--- src/rtl/cache_miss_controller.sv ---
// Miss/refill sequencer between the CPU port, a 4-way cache array and main memory (write-through, no write-allocate).
// Define CACHE_PERF_CNT_EN to add saturating hit_count/miss_count outputs.
module cache_miss_controller #(
   parameter int unsigned DATA_WIDTH  = 32,
   parameter int unsigned MEM_TIMEOUT = 255
) (
   input  logic                  clk,
   input  logic                  rst_n,
   input  logic                  cpu_req,
   input  logic                  cpu_we,
   input  logic [DATA_WIDTH-1:0] cpu_addr,
   input  logic [DATA_WIDTH-1:0] cpu_wdata,
   output logic [DATA_WIDTH-1:0] cpu_rdata,
   output logic                  cpu_ready,
   output logic                  cpu_err,
   output logic                  cpu_busy,
   output logic [DATA_WIDTH-1:0] cache_addr,
   output logic [DATA_WIDTH-1:0] cache_wdata,
   output logic                  cache_we,
   input  logic [DATA_WIDTH-1:0] cache_rdata,
   input  logic                  cache_hit,
   output logic                  mem_req,
   output logic                  mem_we,
   output logic [DATA_WIDTH-1:0] mem_addr,
   output logic [DATA_WIDTH-1:0] mem_wdata,
   input  logic [DATA_WIDTH-1:0] mem_rdata,
   input  logic                  mem_ack
`ifdef CACHE_PERF_CNT_EN
   ,
   output logic [31:0]           hit_count,
   output logic [31:0]           miss_count
`endif
);

   localparam int unsigned CNT_W = (MEM_TIMEOUT > 1) ? $clog2(MEM_TIMEOUT + 1) : 1;
   localparam logic [CNT_W-1:0] TMO_LAST = (MEM_TIMEOUT > 0) ? CNT_W'(MEM_TIMEOUT - 1) : '0;

   typedef enum logic [2:0] {
      S_IDLE,
      S_LOOKUP,
      S_MEM_RD,
      S_FILL,
      S_MEM_WR,
      S_DONE
   } state_t;

   state_t                  state_q, state_d;
   logic [DATA_WIDTH-1:0]   addr_q, addr_d;
   logic                    we_q, we_d;
   logic [DATA_WIDTH-1:0]   wdata_q, wdata_d;
   logic [DATA_WIDTH-1:0]   rdata_q, rdata_d;
   logic [DATA_WIDTH-1:0]   fill_q, fill_d;
   logic                    err_q, err_d;
   logic [CNT_W-1:0]        cnt_q, cnt_d;
   logic                    tmo_hit;

   always_ff @(posedge clk or negedge rst_n) begin
      if (!rst_n) begin
         state_q <= S_IDLE;
         addr_q  <= '0;
         we_q    <= 1'b0;
         wdata_q <= '0;
         rdata_q <= '0;
         fill_q  <= '0;
         err_q   <= 1'b0;
         cnt_q   <= '0;
      end else begin
         state_q <= state_d;
         addr_q  <= addr_d;
         we_q    <= we_d;
         wdata_q <= wdata_d;
         rdata_q <= rdata_d;
         fill_q  <= fill_d;
         err_q   <= err_d;
         cnt_q   <= cnt_d;
      end
   end

   // The limit is reached in the cycle where the count would become MEM_TIMEOUT; an ack that cycle wins.
   assign tmo_hit = (MEM_TIMEOUT != 0) && (cnt_q == TMO_LAST);

   always_comb begin
      state_d     = state_q;
      addr_d      = addr_q;
      we_d        = we_q;
      wdata_d     = wdata_q;
      rdata_d     = rdata_q;
      fill_d      = fill_q;
      err_d       = err_q;
      cnt_d       = cnt_q;
      cache_we    = 1'b0;
      cache_wdata = '0;
      mem_req     = 1'b0;
      mem_we      = 1'b0;
      cpu_ready   = 1'b0;

      unique case (state_q)
         S_IDLE: begin
            if (cpu_req) begin
               addr_d  = cpu_addr;
               we_d    = cpu_we;
               wdata_d = cpu_wdata;
               state_d = S_LOOKUP;
            end
         end

         S_LOOKUP: begin
            cnt_d = '0;
            if (we_q) begin
               cache_we    = cache_hit;
               cache_wdata = wdata_q;
               state_d     = S_MEM_WR;
            end else if (cache_hit) begin
               rdata_d = cache_rdata;
               state_d = S_DONE;
            end else begin
               state_d = S_MEM_RD;
            end
         end

         S_MEM_RD: begin
            mem_req = 1'b1;
            if (mem_ack) begin
               fill_d  = mem_rdata;
               state_d = S_FILL;
            end else if (tmo_hit) begin
               err_d   = 1'b1;
               rdata_d = '0;
               state_d = S_DONE;
            end else begin
               cnt_d = cnt_q + 1'b1;
            end
         end

         S_FILL: begin
            cache_we    = 1'b1;
            cache_wdata = fill_q;
            rdata_d     = fill_q;
            state_d     = S_DONE;
         end

         S_MEM_WR: begin
            mem_req = 1'b1;
            mem_we  = 1'b1;
            if (mem_ack) begin
               state_d = S_DONE;
            end else if (tmo_hit) begin
               err_d   = 1'b1;
               rdata_d = '0;
               state_d = S_DONE;
            end else begin
               cnt_d = cnt_q + 1'b1;
            end
         end

         S_DONE: begin
            cpu_ready = 1'b1;
            err_d     = 1'b0;
            state_d   = S_IDLE;
         end

         default: state_d = S_IDLE;
      endcase
   end

   assign cpu_rdata  = rdata_q;
   assign cpu_err    = err_q;
   assign cpu_busy   = (state_q != S_IDLE);
   assign cache_addr = addr_q;
   assign mem_addr   = addr_q;
   assign mem_wdata  = wdata_q;

`ifdef CACHE_PERF_CNT_EN
   logic [31:0] hit_cnt_q, hit_cnt_d;
   logic [31:0] miss_cnt_q, miss_cnt_d;

   always_ff @(posedge clk or negedge rst_n) begin
      if (!rst_n) begin
         hit_cnt_q  <= '0;
         miss_cnt_q <= '0;
      end else begin
         hit_cnt_q  <= hit_cnt_d;
         miss_cnt_q <= miss_cnt_d;
      end
   end

   always_comb begin
      hit_cnt_d  = hit_cnt_q;
      miss_cnt_d = miss_cnt_q;
      if (state_q == S_LOOKUP) begin
         if (cache_hit) begin
            if (hit_cnt_q != '1) hit_cnt_d = hit_cnt_q + 32'd1;
         end else begin
            if (miss_cnt_q != '1) miss_cnt_d = miss_cnt_q + 32'd1;
         end
      end
   end

   assign hit_count  = hit_cnt_q;
   assign miss_count = miss_cnt_q;
`endif

endmodule

--- config.mk ---
export PLATFORM = sky130hd
export DESIGN_NAME = cache_miss_controller
export DESIGN_NICKNAME = d
export VERILOG_FILES = /design/src/rtl/cache_miss_controller.sv
export SDC_FILE = /design/constraint.sdc
export NUM_CORES = 1
export LEC_CHECK = 0
export BUFFER_PORTS_ARGS = -buffer_cell sky130_fd_sc_hd__buf_2
export CAP_MARGIN = 0
export CELL_PAD_IN_SITES_DETAIL_PLACEMENT = 1
export CELL_PAD_IN_SITES_GLOBAL_PLACEMENT = 1
export CORE_AREA = 2 2 142 144
export CTS_BUF_LIST = sky130_fd_sc_hd__clkbuf_8
export DETAILED_ROUTE_END_ITERATION = 6
export DIE_AREA = 0 0 144 146
export PLACE_DENSITY_LB_ADDON = 0.3
export SYNTH_ARGS = -nofsm -noshare
export SYNTH_HDL_FRONTEND = slang
export SYNTH_SLANG_ARGS = --single-unit
--- constraint.sdc ---
create_clock -name clk -period 1.6 [get_ports clk]
set_input_delay 0.08 -clock clk [delete_from_list [all_inputs] [get_ports clk]]
set_output_delay 0.08 -clock clk [all_outputs]
set_load 0.02 [all_outputs]
==> impl_results.md, run 1 <==
* Via count at 6074
* Finished Cell Area at 11910 µm²
* Maxcap violations at 0
* R2R cell count at 9
* Fin worst setup slack at -0.4538 ns
* Hold Crit Class: input pin to register
* CTS Buffer Depth at 2
* Critical setup path kind: register to primary output
* Placed insts at 1001
* VDD IR max at 0.8811 mV
* Drt first pass iters at 4
* Critical Path RT at 1.52 ns
* FFs w/ async S/R, synth at 1.000
* Detailed placer's ending HPWL at 14.71 mm
* Post-synth net total at 601
* Sequential-to-total area share from yosys stat at 0.5410
* N_diodes at 0
* Clk slew on worst S/H paths at 0.08 ns
* Total clock sinks at 141
* Place WS at -0.3518 ns
* Crit path launch type: register
* Root buf cell: clkbuf_8
* Vias in the first global route at 7191
* Count leader, synth: dfrtp_1
* DRT Wirelength at 30.37 mm
* Htree depth at 4
* Fraction of layout cells with a size suffix above 1 at 0.6221
* Global-route wire length before repair at 43.17 mm
* Core area at 19330 µm²
* Routability cong. at 0.7753
* Final total power at 25.76 mW
* Status: finished, violations left
* Max Used Layer: met4
* Post-layout minimum cycle time at 2.054 ns
* Syn-to-layout area delta at 82.64%
* Post-synth cell types at 50
* LEAKAGE at 5.966 nW
* TNS Setup at -59.64 ns
* Initial antenna violation count at 0
* RSZ-0062 raised after global routing: true
* Area share of the leading cell type in the synthesized netlist at 0.5410
* Cell count after synthesis at 465
* Initial drt markers at 207
* Initial Utilization at 0.3373
* Setup crit end kind: primary output
* Seq. cell area at 3531 µm²
* Post-synth EDFFs at 0
* Final Non-Filler Cells at 1223
* Post-layout util at 0.6161
* Die Span Y at 146 µm
* Power Density at 2163 nW/µm²
* Post-synth top cells: dfrtp_1, mux2_2, a22o_1, mux2_1, buf_4
* CTS tree: built
* Fillcell total at 1893
* Remaining antenna violation count at 0
* Largest net degree at the start of global routing at 49
* Setup Skew at 0.01644 ns
* Synth Flop Type: dfrtp_1
* Worst hold slack at 0.05046 ns
* Crit path arrival time at 1.97 ns
* Ratio of final minimum period to clock period at 1.284
* Cell area after placement at 8452 µm²
* Clk Latency, worst-skew pair at 0.46 ns
* Routed len/inst at 24.83 µm
* Die X at 144 µm
* Met3 routed wirelength at 1.797 mm
* Post-Syn Area at 6523 µm²
* CTS Buf Count at 17
* Worst hold stages at 5
* Core Rows at 51
* I/O pins at 300
* Synth area leader: dfrtp_1
* Sw frac at 0.4113
* GR Overflow Total at 0
* Avg Cell Area, Syn at 14.03 µm²
* Int Power at 15.17 mW
* FF+latch count, synth at 141
* Final nets at 1083
* Combinational Power Share at 0.601
* Die area at 21020 µm²
* Max-slew violation count at 0
* Port Buffers at 299
* Synth warn at 0
* Failing checks: negative setup slack
* Met2 wire len at 16.93 mm
* GRT Resource Usage Total at 0.2755
* Sw Pwr at 10.60 mW
* Least-Margin Pin Slew at 0.6312 ns
* Hold Violations, Final at 0
* Crit-path max FO at 16
* Clock power share at 0.133
* Routed met1 length at 10.98 mm
* Seq pwr share at 0.266
* Final setup fails at 174
* Post-route DRC at 0
* Slew headroom at 0.5782
* Vias per cell at 4.966
* FMAX at 486.9 MHz
* Multi-input combinational cell area at 3199 µm²
* Ranking of synthesized cells by area: dfrtp_1, mux2_2, mux2_1, a22o_1, buf_4
==> path summary, 6_finish.rpt <==
path	start	endpoint	slack, ns
setup / recovery	state_q[2]	cache_wdata[20]	-0.45
max in group asynchronous	rst_n	state_q[1]	0.76
hold / removal	cache_hit	state_q[1]	0.05
hold reg to reg	cpu_rdata[23]	cpu_rdata[23]	0.52
setup reg to reg	state_q[2]	cpu_rdata[1]	-0.44
min in group asynchronous	rst_n	cache_addr[5]	0.13
==> kinds of logic after synthesis <==
| kind of cell | synth area share |
|---|---|
| multiplexers | 0.2242 |
| buffers and inverters | 0.07385 |
| XOR/XNOR | 0.003837 |
| flip-flops | 0.5410 |
| AO/OA/AOI/OAI | 0.1139 |
| adder cells (fa/ha/maj) | 0.003836 |
| AND/OR/NAND/NOR | 0.03933 |
==> repair_timing <==
item	in CTS	in global routing
setup endpoints to repair	172	178
gates cloned	15	5
pin swaps	16	11
setup buffers	43	11
hold buffers	130	0
resized for setup	184	92
hold endpoints to repair	270	0
==> state kept, by name, indices dropped and copies added (netlist names) <==
signal	cells
state_q	3
cpu_rdata	32
cnt_q	8
cache_addr	32
cpu_err	1
mem_wdata	32
we_q	1
fill_q	32
==> cell usage in the layout (no fill, tap or decap), drive strengths merged, types with 3 or more instances in the layout <==
| cell type | instances |
|---|---|
| nand2 | 5 |
| mux2 | 129 |
| nor2 | 5 |
| and3b | 3 |
| buf | 391 |
| dlygate4sd3 | 130 |
| nand3 | 3 |
| nor3 | 3 |
| clkinv | 5 |
| dfrtp | 141 |
| bufinv | 5 |
| a21oi | 5 |
| a22o | 63 |
| o21ai | 7 |
| clkbuf | 21 |
| inv | 9 |
==> critical path, stage by stage, from the launching register on <==
cell and delay (ns):
dfrtp_2 0.43, buf_6 0.13, nor3b_4 0.19, and2_4 0.25, buf_12 0.17, a22o_1 0.19, buf_6 0.13
==> power groups by stage <==
stage / logic (mW) / clock network [mW] / registers, mW
6_report: 15.5 / 3.42 / 6.86
5_1_grt: 16.1 / 3.63 / 7.05
4_1_cts: 14.2 / 3.41 / 6.62
3_5_place_dp: 10.7 / 0 / 6.67
3_3_place_gp: 10.4 / 0 / 6.53
2_1_floorplan: 6.25 / 0 / 7.90
==> routing by layer <==
layer / vias up / GRT usage
met4: 0 / 0.1029
met5: - / 0
met2: 288 / 0.5198
met3: 36 / 0.06120
li1: 2642 / -
met1: 3108 / 0.2950
==> cell type report <==
| type | count | share of cell area |
|---|---|---|
| timing repair buffer | 525 | 0.3676 |
| clock buffer | 17 | 0.01964 |
| tap | 265 | 0.02783 |
| sequential | 141 | 0.2964 |
| inverter | 6 | 0.002101 |
| multi-input combinational | 256 | 0.2686 |
| clock inverter | 13 | 0.01786 |
Power figures use the tool's default switching activity.
==> inputs of run 2 (changes only) <==
--- a/config.mk
+++ b/config.mk
@@ -10,10 +10,10 @@
 export CELL_PAD_IN_SITES_DETAIL_PLACEMENT = 1
 export CELL_PAD_IN_SITES_GLOBAL_PLACEMENT = 1
 export CORE_AREA = 2 2 142 144
-export CTS_BUF_LIST = sky130_fd_sc_hd__clkbuf_8
+export CTS_BUF_LIST = sky130_fd_sc_hd__clkbuf_4
 export DETAILED_ROUTE_END_ITERATION = 6
 export DIE_AREA = 0 0 144 146
-export PLACE_DENSITY_LB_ADDON = 0.3
+export PLACE_DENSITY = 0.89
 export SYNTH_ARGS = -nofsm -noshare
 export SYNTH_HDL_FRONTEND = slang
 export SYNTH_SLANG_ARGS = --single-unit
==> run 2 against run 1 <==
Against the previous run:
- the flow still finishes with violations (negative setup slack)
- clock skew increased by 0.0016 ns
- sequential share of layout area increased by 1.1 points
- count of clock-buffer cells in the layout increased by 2
- combinational power decreased by 6%
- global-route usage decreased by 0.70 points
- hold slack got worse by 0.035 ns
- via count increased by 1.7%
- setup slack got worse by 0.095 ns
- critical path depth unchanged
- die area unchanged
- sequential power decreased by 0.6%
- largest cell class unchanged
- largest power group unchanged
- highest routed layer unchanged
==> impl_results.md, run 2 (synthesized netlist as in run 1, its figures left out) <==
* Status: finished, violations left
* Failing checks: negative setup slack
* Crit path launch type: register
* VDD IR max at 0.9455 mV
* CTS Buffer Depth at 2
* Routed len/inst at 24.75 µm
* Cell area after placement at 8447 µm²
* Slew headroom at 0.5729
* Critical setup path kind: register to primary output
* Vias per cell at 5.032
* Vias in the first global route at 6963
* Maxcap violations at 0
* Detailed placer's ending HPWL at 15.35 mm
* Root buf cell: clkbuf_4
* Met2 wire len at 16.32 mm
* Routed met1 length at 11.08 mm
* Setup Skew at 0.01799 ns
* Crit path arrival time at 2.07 ns
* Drt first pass iters at 4
* FMAX at 465.4 MHz
* Total clock sinks at 141
* GRT Resource Usage Total at 0.2686
* I/O pins at 300
* Clk Latency, worst-skew pair at 0.56 ns
* Most common cell after layout, fill and taps aside: buf_2
* Via count at 6179
* DRT Wirelength at 30.39 mm
* Commonest non-fill, non-tap cells in the layout: buf_2, dfrtp_1, dlygate4sd3_1
* Post-route DRC at 0
* RSZ-0062 raised after global routing: true
* Crit-path max FO at 6
* Place WS at -0.3525 ns
* Syn-to-layout area delta at 75.89%
* Die X at 144 µm
* Max Used Layer: met4
* Hold Crit Class: input pin to asynchronous set/reset pin
* Setup crit end kind: primary output
* Hold Violations, Final at 0
* CTS tree: built
* Met3 routed wirelength at 1.862 mm
* Finished Cell Area at 11470 µm²
* Critical Path RT at 1.52 ns
* Initial Utilization at 0.3373
* Die area at 21020 µm²
* Ratio of final minimum period to clock period at 1.343
* Post-layout minimum cycle time at 2.149 ns
* Routability cong. at 0.7745
* Fin worst setup slack at -0.5487 ns
* Final total power at 23.81 mW
* Core area at 19330 µm²
* Largest net degree at the start of global routing at 47
* GR Overflow Total at 0
* Least-Margin Pin Slew at 0.6391 ns
* Htree depth at 4
* Power Density at 2075 nW/µm²
* LEAKAGE at 5.658 nW
* Port Buffers at 299
* Final setup fails at 174
* Max-slew violation count at 0
* Clk slew on worst S/H paths at 0.14 ns
* Initial drt markers at 222
* CTS Buf Count at 17
* Initial antenna violation count at 5
* Final nets at 1081
* Global-route wire length before repair at 41.99 mm
* Die Span Y at 146 µm
* Remaining antenna violation count at 0
* Fraction of layout cells with a size suffix above 1 at 0.5919
* Core Rows at 51
[run 2: cell type report]
class	instances	area, µm²
diodes	5	12.51
clock buffers	19	142.6
clock inverters	13	138.9
fillers	1967	7863
inverters	6	22.52
multi-input cells	256	2905
flip-flops and latches	141	3531
well taps	265	331.6
repair buffers	523	4388
[run 2: where the power goes]
group / internal (mW) / total [mW] / switching, mW
sequential: 5.30 / 6.82 / 1.52
combinational: 7.37 / 14.5 / 7.18
clock: 0.968 / 2.43 / 1.46
total: 13.6 / 23.8 / 10.2
[run 2: per-stage QoR]
step                      utilization  hold WS [ns]  cells  TNS, ns
final                          0.5933       0.01546   1228   -66.09
after global routing           0.5933       0.03488   1228   -78.14
after CTS                      0.5625      0.006950   1199   -56.26
after detailed placement       0.4369       0.06914   1002   -30.78
after global placement         0.4369       0.06303   1002   -20.44
after floorplan                     -       -0.2156    465   -17.20
[run 2: layer usage]
metal  vias to the layer above  GRT usage
li1                       2653          -
met1                      3147     0.2880
met2                       310     0.4936
met3                        69    0.06515
met4                         0     0.1181
met5                         -          0
[run 2: repair_timing]
action                     in CTS  in global routing
hold endpoints to repair      272                  0
pin swaps                       7                 14
buffers inserted               22                 18
hold buffers                  132                  0
cloned                         12                  9
gates resized for setup       110                 66
setup endpoints to repair     174                176
[run 2: worst max-delay path: stages, from the launching register on]
cell and delay (ns):
dfrtp_1 0.43, and2b_4 0.28, and2_4 0.22, buf_12 0.15, buf_4 0.12, a22o_1 0.18, buf_6 0.13
[run 2: path summary, 6_finish.rpt]
path	startpoint	to	slack [ns]	depth (start not counted)
max	state_q[2]	cache_wdata[7]	-0.55	6
min	rst_n	cache_addr[31]	0.02	2
max reg2reg	state_q[1]	cpu_rdata[1]	-0.55	8
min reg2reg	cache_addr[5]	cache_addr[5]	0.52	1
max in group asynchronous	rst_n	cache_addr[30]	0.95	3
min in group clk	mem_ack	cpu_err	0.07	5
==> inputs of run 3 (changes only) <==
--- a/config.mk
+++ b/config.mk
@@ -14,6 +14,7 @@
 export DETAILED_ROUTE_END_ITERATION = 6
 export DIE_AREA = 0 0 144 146
 export PLACE_DENSITY = 0.89
+export SKIP_LAST_GASP = 1
 export SYNTH_ARGS = -nofsm -noshare
 export SYNTH_HDL_FRONTEND = slang
 export SYNTH_SLANG_ARGS = --single-unit
==> run 3 against run 2 <==
Against the previous run:
- the run still ends with negative setup slack left
- sequential cell count did not move
- combinational power barely moved
- design area fell by 1.5%
- non-clock buffer count fell by 5
- cell count fell by 0.57%
- sequential power barely moved
- die area did not move
- clock power barely moved
- critical path type unchanged
- largest power group unchanged
==> impl_results.md, run 3 (synthesized netlist as in run 1, its figures left out) <==
* I/O pins at 300
* Routed len/inst at 25.13 µm
* GR Overflow Total at 0
* M3 GR Usage at 0.05693
* Via count at 6195
* Largest net degree at the start of global routing at 47
* Global routing's busiest layer: met2
* Worst hold slack at 0.007202 ns
* Global-route wire length before repair at 42.46 mm
* Final nets at 1076
* Setup crit end kind: primary output
* Max incr delay on CP at 0.44 ns
* Most common cell after layout, fill and taps aside: buf_2
* Post-layout minimum cycle time at 2.203 ns
* Worst reg2reg path endpoint: cpu_rdata[5]
* Drt first pass iters at 4
* Initial Utilization at 0.3373
* Routability cong. at 0.7745
* Critical setup path kind: register to primary output
* Crit path launch type: register
* CTS Buffer Depth at 2
* Total clock sinks at 141
* LEAKAGE at 5.553 nW
* CP delay by family, top: buffers and inverters
* Worst R2R Setup Slack at -0.51 ns
* Die Span Y at 146 µm
* Place WS at -0.3525 ns
* Most frequent CP cell: buf_6
* Placed insts at 1002
* FMAX at 453.9 MHz
* GRT Resource Usage Total at 0.2694
* Vias in the first global route at 7074
* Status: finished, violations left
* Maxcap violations at 0
* Final Non-Filler Cells at 1221
* Die area at 21020 µm²
* Initial antenna violation count at 3
* Max-slew violation count at 0
* Detailed placer's ending HPWL at 15.35 mm
* Met1 Use GR at 0.2898
* Remaining antenna violation count at 0
* Least-Margin Pin Slew at 0.6354 ns
* RSZ-0062 raised after global routing: true
* Hold Violations, Final at 0
* Die X at 144 µm
* Fin worst setup slack at -0.6029 ns
* Slew headroom at 0.5754
* Fraction of layout cells with a size suffix above 1 at 0.5960
* Core area at 19330 µm²
* Cells along the critical path: buf_6 > nor3b_4 > and2_4 > clkbuf_16 > a22o_1 > buf_6
* Ratio of final minimum period to clock period at 1.377
* CTS Buf Count at 17
* Initial drt markers at 232
* VDD IR max at 0.8829 mV
* Crit path arrival time at 2.12 ns
* Failing checks: negative setup slack
* CTS tree: built
* Core Rows at 51
* Clk slew on worst S/H paths at 0.13 ns
* Fillcell total at 1987
* Root buf cell: clkbuf_4
* Clk Latency, worst-skew pair at 0.56 ns
* Final setup fails at 174
* Syn-to-layout area delta at 73.28%
* DRT Wirelength at 30.68 mm
* R2R cell count at 8
* Worst R2R Start: state_q[1]
* Power Density at 2090 nW/µm²
* Setup Skew at 0.01441 ns
* Hold Crit Class: input pin to asynchronous set/reset pin
* Port Buffers at 299
* Critical Path RT at 1.52 ns
* Worst Path Buf+Inv at 3
* Global Route met2 Usage at 0.5088
* Htree depth at 4
* Crit-path max FO at 7
* Vias per cell at 5.074
* Commonest non-fill, non-tap cells in the layout: buf_2, dfrtp_1, dlygate4sd3_1
* Post-route DRC at 0
* Slowest-stage cell, CP: dfrtp_1
-- run 3: per-layer routing --
| metal | routed length (µm) | vias up |
|---|---|---|
| li1 | - | 2640 |
| met1 | 11150 | 3193 |
| met2 | 16620 | 292 |
| met3 | 1827 | 70 |
| met4 | 1085 | 0 |
| met5 | 0 | - |
-- run 3: what timing repair did --
item	in CTS	in global routing
resized for setup	53	101
hold buffers	132	0
buffers inserted	22	16
endpoints found under the setup margin	174	176
pin swaps	7	15
cloned	12	11
endpoints found under the hold margin	272	0
-- run 3: area by class of cell --
cell class | instances | area [µm²] | share of cell area
timing repair buffer | 518 | 4312 | 0.3815
sequential | 141 | 3531 | 0.3124
multi-input combinational | 256 | 2816 | 0.2492
tap | 265 | 331.6 | 0.02934
clock buffer | 19 | 142.6 | 0.01262
clock inverter | 13 | 138.9 | 0.01229
inverter | 6 | 22.52 | 0.001993
antenna | 3 | 7.507 | 0.0006642
-- run 3: worst reg2reg max path, stage by stage (launching register included) --
cell and delay (ns):
dfrtp_2 0.45, buf_4 0.17, buf_4 0.14, xor2_2 0.14, nand2b_1 0.14, o32ai_4 0.23
buf_6 0.17, bufbuf_16 0.27, mux2_4 0.31
-- run 3: report_power, final --
| group | internal (mW) | switching (mW) |
|---|---|---|
| clock network | 0.968 | 1.46 |
| logic | 7.14 | 7.23 |
| registers | 5.30 | 1.52 |
-- run 3: worst max path at each step --
stage	start	cells after the start	slack [ns]	end
2_1_floorplan	state_q[1]	6	-0.18	cpu_rdata[1]
3_3_place_gp	state_q[1]	4	-0.25	cpu_rdata[8]
3_5_place_dp	state_q[1]	4	-0.35	cpu_rdata[6]
4_1_cts	state_q[1]	6	-0.59	cache_wdata[0]
5_1_grt	state_q[2]	6	-0.69	cache_wdata[30]
6_report	state_q[2]	6	-0.60	cache_wdata[2]
-- run 3: stage by stage --
stage / power, mW / instance area (µm²) / setup TNS [ns] / utilization
6_report: 23.62 / 11300 / -68.39 / 0.5845
2_1_floorplan: 14.15 / 6691 / -17.20 / -
3_3_place_gp: 16.93 / 8447 / -20.44 / 0.4369
3_5_place_dp: 17.41 / 8447 / -30.78 / 0.4369
4_1_cts: 21.91 / 10720 / -61.33 / 0.5544
5_1_grt: 24.62 / 11300 / -79.37 / 0.5845
